[src/rtl/sha256_avalon_stream_if.sv]
`default_nettype none
// ============================================================================
//  Module   : sha256_avalon_stream_if
//  Purpose  : Avalon-MM slave front end for a streaming hash core. Message
//             words written to DATA are queued in a FIFO and streamed to the
//             core over valid/ready. The digest is captured when the core
//             signals completion. Status, sticky error flags and a level
//             interrupt are exposed to the host.
//  Ports    : iClk, iReset_n (async, active-low)
//             Avalon slave : iChipselect_n, iWrite_n, iRead_n, iAddress,
//                            iData, oData (registered, 1-cycle latency), oIrq
//             Core side    : oCoreStart, oCoreData, oCoreValid, iCoreReady,
//                            iCoreDone, iCoreDigest (word 0 in MS bits)
//  Map      : 0x00 CTRL   bit0 START(sc) bit1 IRQ_EN bit2 FLUSH(sc)
//             0x01 DATA   write-only FIFO push
//             0x02 STATUS bit0 DONE(W1C) bit1 BUSY bit2 OVF(W1C) bit3 EMPTY
//                         bit4 FULL bits[15:8] FIFO count
//             0x03..      digest words, word 0 first
//  Revision : 1.0 - initial release
// ============================================================================
module sha256_avalon_stream_if #(
    parameter int DATA_W       = 32,
    parameter int ADDR_W       = 5,
    parameter int DIGEST_WORDS = 8,
    parameter int FIFO_DEPTH   = 16
) (
    input  logic                           iClk,
    input  logic                           iReset_n,
    input  logic                           iChipselect_n,
    input  logic                           iWrite_n,
    input  logic                           iRead_n,
    input  logic [ADDR_W-1:0]              iAddress,
    input  logic [DATA_W-1:0]              iData,
    output logic [DATA_W-1:0]              oData,
    output logic                           oIrq,
    output logic                           oCoreStart,
    output logic [DATA_W-1:0]              oCoreData,
    output logic                           oCoreValid,
    input  logic                           iCoreReady,
    input  logic                           iCoreDone,
    input  logic [DATA_W*DIGEST_WORDS-1:0] iCoreDigest
);

    localparam int PTR_W = $clog2(FIFO_DEPTH);
    localparam int CNT_W = $clog2(FIFO_DEPTH + 1);

    typedef enum logic [0:0] {
        IDLE = 1'b0,
        RUN  = 1'b1
    } state_t;

    state_t state;
    state_t state_next;

    // ------------------------------------------------------------------
    // Bus decode
    // ------------------------------------------------------------------
    logic bus_wr;
    logic bus_rd;
    logic ctrl_wr;
    logic data_wr;
    logic status_wr;
    logic start_req;
    logic flush_req;

    assign bus_wr    = !iChipselect_n && !iWrite_n;
    assign bus_rd    = !iChipselect_n && !iRead_n;
    assign ctrl_wr   = bus_wr && (iAddress == ADDR_W'(0));
    assign data_wr   = bus_wr && (iAddress == ADDR_W'(1));
    assign status_wr = bus_wr && (iAddress == ADDR_W'(2));
    assign start_req = ctrl_wr && iData[0];
    assign flush_req = ctrl_wr && iData[2];

    // ------------------------------------------------------------------
    // Control FSM
    // ------------------------------------------------------------------
    logic start_go;
    logic core_fin;

    always_ff @(posedge iClk or negedge iReset_n) begin
        if (!iReset_n) begin
            state <= IDLE;
        end else begin
            state <= state_next;
        end
    end

    always_comb begin
        state_next = state;
        start_go   = 1'b0;
        core_fin   = 1'b0;
        case (state)
            IDLE: begin
                if (start_req) begin
                    start_go   = 1'b1;
                    state_next = RUN;
                end
            end
            RUN: begin
                if (iCoreDone) begin
                    core_fin   = 1'b1;
                    state_next = IDLE;
                end
            end
            default: state_next = IDLE;
        endcase
    end

    // ------------------------------------------------------------------
    // Message FIFO
    // ------------------------------------------------------------------
    logic [DATA_W-1:0] mem [FIFO_DEPTH];
    logic [PTR_W-1:0]  wr_ptr;
    logic [PTR_W-1:0]  rd_ptr;
    logic [CNT_W-1:0]  count;
    logic              fifo_empty;
    logic              fifo_full;
    logic              pop;
    logic              push_ok;
    logic              push_drop;

    assign fifo_empty = (count == '0);
    assign fifo_full  = (count == CNT_W'(FIFO_DEPTH));
    assign oCoreValid = (state == RUN) && !fifo_empty;
    // A flush discards everything, including any word that would have been
    // handed to the core or written by a same-cycle DATA access.
    assign pop        = oCoreValid && iCoreReady && !flush_req;
    assign push_ok    = data_wr && !flush_req && (!fifo_full || pop);
    assign push_drop  = data_wr && !flush_req && fifo_full && !pop;
    // Gated so the core port reads zero while nothing is queued.
    assign oCoreData  = fifo_empty ? '0 : mem[rd_ptr];

    always_ff @(posedge iClk) begin
        if (push_ok) begin
            mem[wr_ptr] <= iData;
        end
    end

    always_ff @(posedge iClk or negedge iReset_n) begin
        if (!iReset_n) begin
            wr_ptr <= '0;
            rd_ptr <= '0;
            count  <= '0;
        end else if (flush_req) begin
            wr_ptr <= '0;
            rd_ptr <= '0;
            count  <= '0;
        end else begin
            if (push_ok) begin
                wr_ptr <= wr_ptr + PTR_W'(1);
            end
            if (pop) begin
                rd_ptr <= rd_ptr + PTR_W'(1);
            end
            case ({push_ok, pop})
                2'b10:   count <= count + CNT_W'(1);
                2'b01:   count <= count - CNT_W'(1);
                default: count <= count;
            endcase
        end
    end

    // ------------------------------------------------------------------
    // Control / status registers and digest capture
    // ------------------------------------------------------------------
    logic              irq_en;
    logic              done;
    logic              ovf;
    logic [DATA_W-1:0] digest [DIGEST_WORDS];

    always_ff @(posedge iClk or negedge iReset_n) begin
        if (!iReset_n) begin
            irq_en     <= 1'b0;
            done       <= 1'b0;
            ovf        <= 1'b0;
            oCoreStart <= 1'b0;
            for (int i = 0; i < DIGEST_WORDS; i++) begin
                digest[i] <= '0;
            end
        end else begin
            oCoreStart <= start_go;
            if (ctrl_wr) begin
                irq_en <= iData[1];
            end
            // Completion set wins over a same-cycle W1C clear.
            if (core_fin) begin
                done <= 1'b1;
            end else if (start_go || (status_wr && iData[0])) begin
                done <= 1'b0;
            end
            if (push_drop) begin
                ovf <= 1'b1;
            end else if (status_wr && iData[2]) begin
                ovf <= 1'b0;
            end
            if (core_fin) begin
                for (int i = 0; i < DIGEST_WORDS; i++) begin
                    digest[i] <= iCoreDigest[DATA_W*(DIGEST_WORDS-i)-1 -: DATA_W];
                end
            end
        end
    end

    assign oIrq = irq_en && done;

    // ------------------------------------------------------------------
    // Read path
    // ------------------------------------------------------------------
    logic [DATA_W-1:0] status_word;
    logic [DATA_W-1:0] rd_mux;

    always_comb begin
        status_word       = '0;
        status_word[0]    = done;
        status_word[1]    = (state == RUN);
        status_word[2]    = ovf;
        status_word[3]    = fifo_empty;
        status_word[4]    = fifo_full;
        status_word[15:8] = 8'(count);
    end

    always_comb begin
        rd_mux = '0;
        if (iAddress == ADDR_W'(0)) begin
            rd_mux[1] = irq_en;
        end else if (iAddress == ADDR_W'(2)) begin
            rd_mux = status_word;
        end else begin
            for (int i = 0; i < DIGEST_WORDS; i++) begin
                if (iAddress == ADDR_W'(3 + i)) begin
                    rd_mux = digest[i];
                end
            end
        end
    end

    always_ff @(posedge iClk or negedge iReset_n) begin
        if (!iReset_n) begin
            oData <= '0;
        end else if (bus_rd) begin
            oData <= rd_mux;
        end
    end

endmodule
`default_nettype wire

[config.mk]
export PLATFORM = sky130hd
export DESIGN_NAME = sha256_avalon_stream_if
export DESIGN_NICKNAME = d
export VERILOG_FILES = /design/src/rtl/sha256_avalon_stream_if.sv
export SDC_FILE = /design/constraint.sdc
export NUM_CORES = 1
export LEC_CHECK = 0
export ABC_AREA = 1
export BUFFER_PORTS_ARGS = -buffer_cell sky130_fd_sc_hd__buf_4
export CORE_MARGIN = 3
export CORE_UTILIZATION = 30
export CTS_CLUSTER_SIZE = 40
export DETAILED_ROUTE_END_ITERATION = 7
export SLEW_MARGIN = 20
export SYNTH_ARGS = -nofsm -noshare
export SYNTH_HDL_FRONTEND = slang
export SYNTH_SLANG_ARGS = --single-unit
[constraint.sdc]
create_clock -name iClk -period 3.3 [get_ports iClk]
set_input_delay 0.66 -clock iClk [delete_from_list [all_inputs] [get_ports iClk]]
set_output_delay 0.66 -clock iClk [all_outputs]
set_load 0.02 [all_outputs]
* After elaboration in Yosys (flattened, before gate mapping)
Memories as Yosys holds them, arrays and structs flattened.
Index checks and enable logic that the tools add are counted.
** Storage, ports and cells
- Flip-flop bits (word level) :: 306
- RAM bits :: 512
- Bits of input ports :: 300
- Output and inout port bits :: 67
- Logic and storage cells :: 100
- Memories :: 1
** Memory list
- mem :: depth 16, width 32, rd ports 1, clocked after memory_dff 0, wr ports 1, line 112 : logic [DATA_W-1:0] mem [FIFO_DEPTH];
** Cells by class
- Add/sub/neg operators :: 4
- Equal/unequal tests :: 13
- Multiplexer cells :: 31
- Bitwise logic cells :: 1
- Reductions and logical operators :: 33
** Operator list (number)
- $mux W32 :: 10
- $mux W30 :: 1
- $eq A5 B3 Y1 const B :: 4
- $logic_and A1 B1 Y1 :: 17
- $mux W4 :: 4
- $eq A5 B4 Y1 const B :: 3
- $mux W1 :: 13
- $eq A5 B2 Y1 const B :: 2
- $logic_not A5 Y1 :: 2
- $pmux W5 S2 :: 1
- $add A4 B1 Y4 const B :: 2
- $reduce_bool A2 Y1 :: 4
- $logic_not A1 Y1 :: 7
- $add A5 B1 Y5 const B :: 1
- $eq A5 B1 Y1 const B :: 1
- $eq A5 B5 Y1 const B :: 1
- $mux W5 :: 1
- $sub A5 B1 Y5 const B :: 1
- $reduce_bool A3 Y1 :: 1
- $eq A2 B1 Y1 const B :: 1
- $eq A2 B2 Y1 const B :: 1
- $logic_or A1 B1 Y1 :: 2
- $pmux W1 S2 :: 1
- $not A1 Y1 :: 1

* Depth between registers and ports, before layout
- Depth in word-level cells :: 11
- Mapped depth :: 16
- Gate-level depth less buffers :: 16

* Worst setup path after synthesis
No wires, ideal clock.
- Path kind :: input to register
- Start point :: input iWrite_n
- End point :: memory mem[0][0] (enable)
- Setup time :: 421 ps
- Arrival :: 2965 ps
- Data required time :: 2879 ps
- Setup slack :: -86 ps
- Stages on the path :: 9
- Buffers on the path :: 0
- Cells stage by stage :: nor2_2 > inv_1 > nor2_1 > nand2_1 > inv_1 > nand2_2 > inv_1 > nand2_1 > nor2_1
** Between the ends
- Word-level cells in the longest chain between the ends :: 10
- Elaborated cells between the ends (all ways) :: 12
- Classes of those cells :: 2 x mux; 10 x reduce/logical
** Ends and longest elaborated chain
- from (decl) :: line 30 : input logic iWrite_n,
- $logic_not A1 Y1 * :: line 66 : assign bus_wr = !iChipselect_n && !iWrite_n;
- $logic_and A1 B1 Y1 * :: line 66
- $logic_and A1 B1 Y1 :: line 68 : assign ctrl_wr = bus_wr && (iAddress == ADDR_W'(0));
- $logic_and A1 B1 Y1 :: line 72 : assign flush_req = ctrl_wr && iData[2];
- $logic_not A1 Y1 :: line 127, 128
- $logic_and A1 B1 Y1 :: line 127 : assign pop = oCoreValid && iCoreReady && !flush_req;
- $logic_or A1 B1 Y1 :: line 128 : assign push_ok = data_wr && !flush_req && (!fifo_full || pop);
- $logic_and A1 B1 Y1 * :: line 128
- $mux W1 * :: line 134 : if (push_ok) begin
- $mux W1 (implied by the code) * :: line 135 : mem[wr_ptr] <= iData;
- to (decl) :: line 112
Every way passes the cells marked *; elsewhere a longest branch is shown, timed or not.

* Worst setup path in the final report
- Start point :: register rd_ptr[0]
- End point :: output oCoreData[22]
** Between the ends
- Word-level cells in the longest chain between the ends :: 2
** Ends and longest elaborated chain
- from (decl) :: line 114 : logic [PTR_W-1:0] rd_ptr;
- from (signal assigned) :: line 153 : rd_ptr <= rd_ptr + PTR_W'(1);
- $mem_v2 Z16 W32
- $mux W32 :: line 131 : assign oCoreData = fifo_empty ? '0 : mem[rd_ptr];
- to (decl) :: line 37 : output logic [DATA_W-1:0] oCoreData,
Every way passes these cells.

==> impl_metrics.tcl <==
set metrics [dict create \
    synth_edf_count 512 \
    clkTransAtPathRegs_ns 0.06 \
    setup_viol 0 \
    worst_ep_required_time_ns 2.64 \
    yosysSeqAreaShare 0.688 \
    filler_cell_count 10693 \
    max-clock-path-buffers 3 \
    vdd_drop_max_mv 0.496 \
    yosys.area.top_type_share 0.459 \
    status "finished, violations left" \
    fin_ws_ns 0.0238 \
    max_freq_mhz 305 \
    grtUsageTotal 0.170 \
    cts_buffers 89 \
    critical_path_class "reg -> out" \
    antenna_found_initial 8 \
    num_rows 121 \
    cts_tree "built" \
    layout_min_cycle_time_ns 3.28 \
    met1Wirelength_mm 43.5 \
    nets 3820 \
    ys_seq_elements 818 \
    ant_nets 0 \
    violations "hold timing" \
    syn_to_final_growth_pct 26.7 \
    timing.final.crit_share 0.993 \
    design.core.area_sq_um 110000 \
    grt_pass1_vias 24283 \
    syn_area_sq_um 33500 \
    dr.pass1.iters 6 \
    viasPerCell 4.80 \
    wl_mm 101 \
    critPathArrivalTime_ns 2.62 \
    layout-drive-gt1-share 0.205 \
    grt_max_degree 170 \
    hold_viol_final 1 \
    worst_pin_slew_ns 1.06 \
    critPathLaunchType "flip-flop" \
    cap_violations 0 \
    holdWs_ns -0.000841 \
    die_h_um 340 \
    r2r_setup_slack_ns 0.65 \
    finalPower_mw 33.9 \
    avgSynthCellArea_sq_um 10.8 \
    netlist_top_cells_area "edfxtp_1 46%, dfrtp_1 23%, nand2_1 13%, o21ai_0 3.2%, a21oi_1 2.3%" \
    clock_sinks 818 \
    maxUsedRoutingLayer "met5" \
    grt_pass1_wl_mm 151 \
    ys.flop_type "edfxtp_1" \
    route.met2.wl_mm 48.8 \
    io_pins 367 \
    syn_nets 3411 \
    reg2reg_depth 11 \
    max_slew_margin 0.291 \
    clk_latency_ns 0.67 \
    rsz0062_at_grt "true" \
    fp.dieW_um 340 \
    drtIter0Drc 2015 \
    hold_path.class "in -> async" \
    powerDensity_nw_per_um2 799 \
    cts-root-buf "clkbuf_16" \
    met3_length_mm 6.58 \
    yosysTopAreaCell "edfxtp_1" \
    drcViolationCount 0 \
    ys_types 41 \
    synthesis.instances 3105 \
    pre_cts_ws_ns 0.326 \
    vias 24324 \
    fin_skew_ns 0.0259 \
    critPathCaptureType "output pin" \
    overflow 0 \
    yosys_warnings 0 \
    synthTopCellsByCount "1,120 x nand2_1, 512 x edfxtp_1, 306 x dfrtp_1, 212 x o21ai_0, 170 x nor2_1" \
    start_util 0.305 \
    htreeDepth 3 \
    async_flop_share 0.374 \
    path_max_fanout 15 \
    gp_congestion 0.814 \
    yosys.cell_count.top_type "nand2_1" \
    die_area_sq_um 116000 \
    cts_hold_buf 0 \
    dp_hpwl_mm 64.2 \
    p_leak_nw 17.7 \
    port_buffers 366 \
    post_drt_wl_per_cell_um 20.0 \
    slew_violations 0 \
]
-- through the flow --
step / setup TNS (ns) / area, sq um / instances / util
2_1_floorplan: -32.89 / 33500 / 3105 / -
3_3_place_gp: 0 / 38700 / 4872 / 0.352
3_5_place_dp: 0 / 38700 / 4872 / 0.352
4_1_cts: -0.238 / 42000 / 5053 / 0.383
5_1_grt: -0.547 / 42400 / 5063 / 0.386
6_report: 0 / 42400 / 5065 / 0.386
-- area by class of cell --
class                      instances  area, sq um  area share
antenna                            2         5.00    0.000118
clock buffer                     118         2430      0.0572
clock inverter                    46          457      0.0108
inverter                          92          379     0.00894
multi-input combinational       2014         9730       0.230
sequential                       818        23000       0.543
tap                             1476         1850      0.0436
timing repair buffer             498         4500       0.106
timing repair inverter             1         8.76    0.000207
-- power breakdown --
group | total, mW | internal (mW) | switching, mW | leakage [nW]
sequential | 13.4 | 12.5 | 0.881 | 8.46
clock | 9.79 | 5.61 | 4.19 | 1.40
combinational | 10.7 | 4.33 | 6.38 | 7.88
total | 33.9 | 22.4 | 11.4 | 17.7
-- flip-flops by register name, summed over array words and instances (netlist names), 4 cells and up --
register / flops
oData: 32
mem: 512
count: 5
digest: 256
rd_ptr: 4
wr_ptr: 4
-- cells in the final DEF, fill, tap and decap left out, types with 25 or more instances in the layout --
cell type	instances
a211oi_2	28
a21oi_1	142
buf_12	35
buf_4	437
clkbuf_16	92
dfrtp_1	303
edfxtp_1	512
inv_1	83
mux2i_1	62
nand2_1	1118
nand3_1	43
nor2_1	149
nor3_1	33
o21ai_0	210
o221ai_1	25
o22ai_1	64
-- logic make-up after synthesis --
family	synth area share
and+or+nand+nor	0.165
DFF	0.688
AOI/OAI and AO/OA	0.0919
buffers and inverters	0.0331
muxes	0.0195
adders and majority gates	0.00224
xor gates and xnor gates	0.000523
-- per-layer routing --
layer,global-route usage,vias to the layer above
met5,0,-
met4,0.0466,6
met3,0.0326,140
met2,0.284,797
met1,0.227,11901
li1,-,11480
-- final timing paths --
kind,endpoint,startpoint
worst min register to register,digest[200]$_DFFE_PN0P_,digest[200]$_DFFE_PN0P_
min in group iClk,digest[209]$_DFFE_PN0P_,iCoreDigest[209]
worst max register to register,mem[1][30]$_DFFE_PP_,count[1]$_DFFE_PN0P_
worst min-delay path,digest[176]$_DFFE_PN0P_,iReset_n
max in group asynchronous,digest[78]$_DFFE_PN0P_,iReset_n
worst max-delay path,oCoreData[22],rd_ptr[0]$_DFFE_PN0P_
-- worst max-delay path, stage by stage (launching register included) --
cell	delay [ns]
dfrtp_4	0.50
buf_12	0.16
buf_12	0.15
buf_12	0.13
buf_16	0.15
mux2i_1	0.12
o221ai_1	0.20
a21oi_1	0.09
a211oi_2	0.25
buf_4	0.20
-- what timing repair did --
action | 4_1_cts | 5_1_grt
pin swaps | 3 | 13
endpoints found under the setup margin | 32 | 32
buffers inserted | 10 | 7
gates resized for setup | 45 | 46
endpoints found under the hold margin | 0 | 0
gates cloned | 7 | 3
Power figures use the tool's default switching activity.
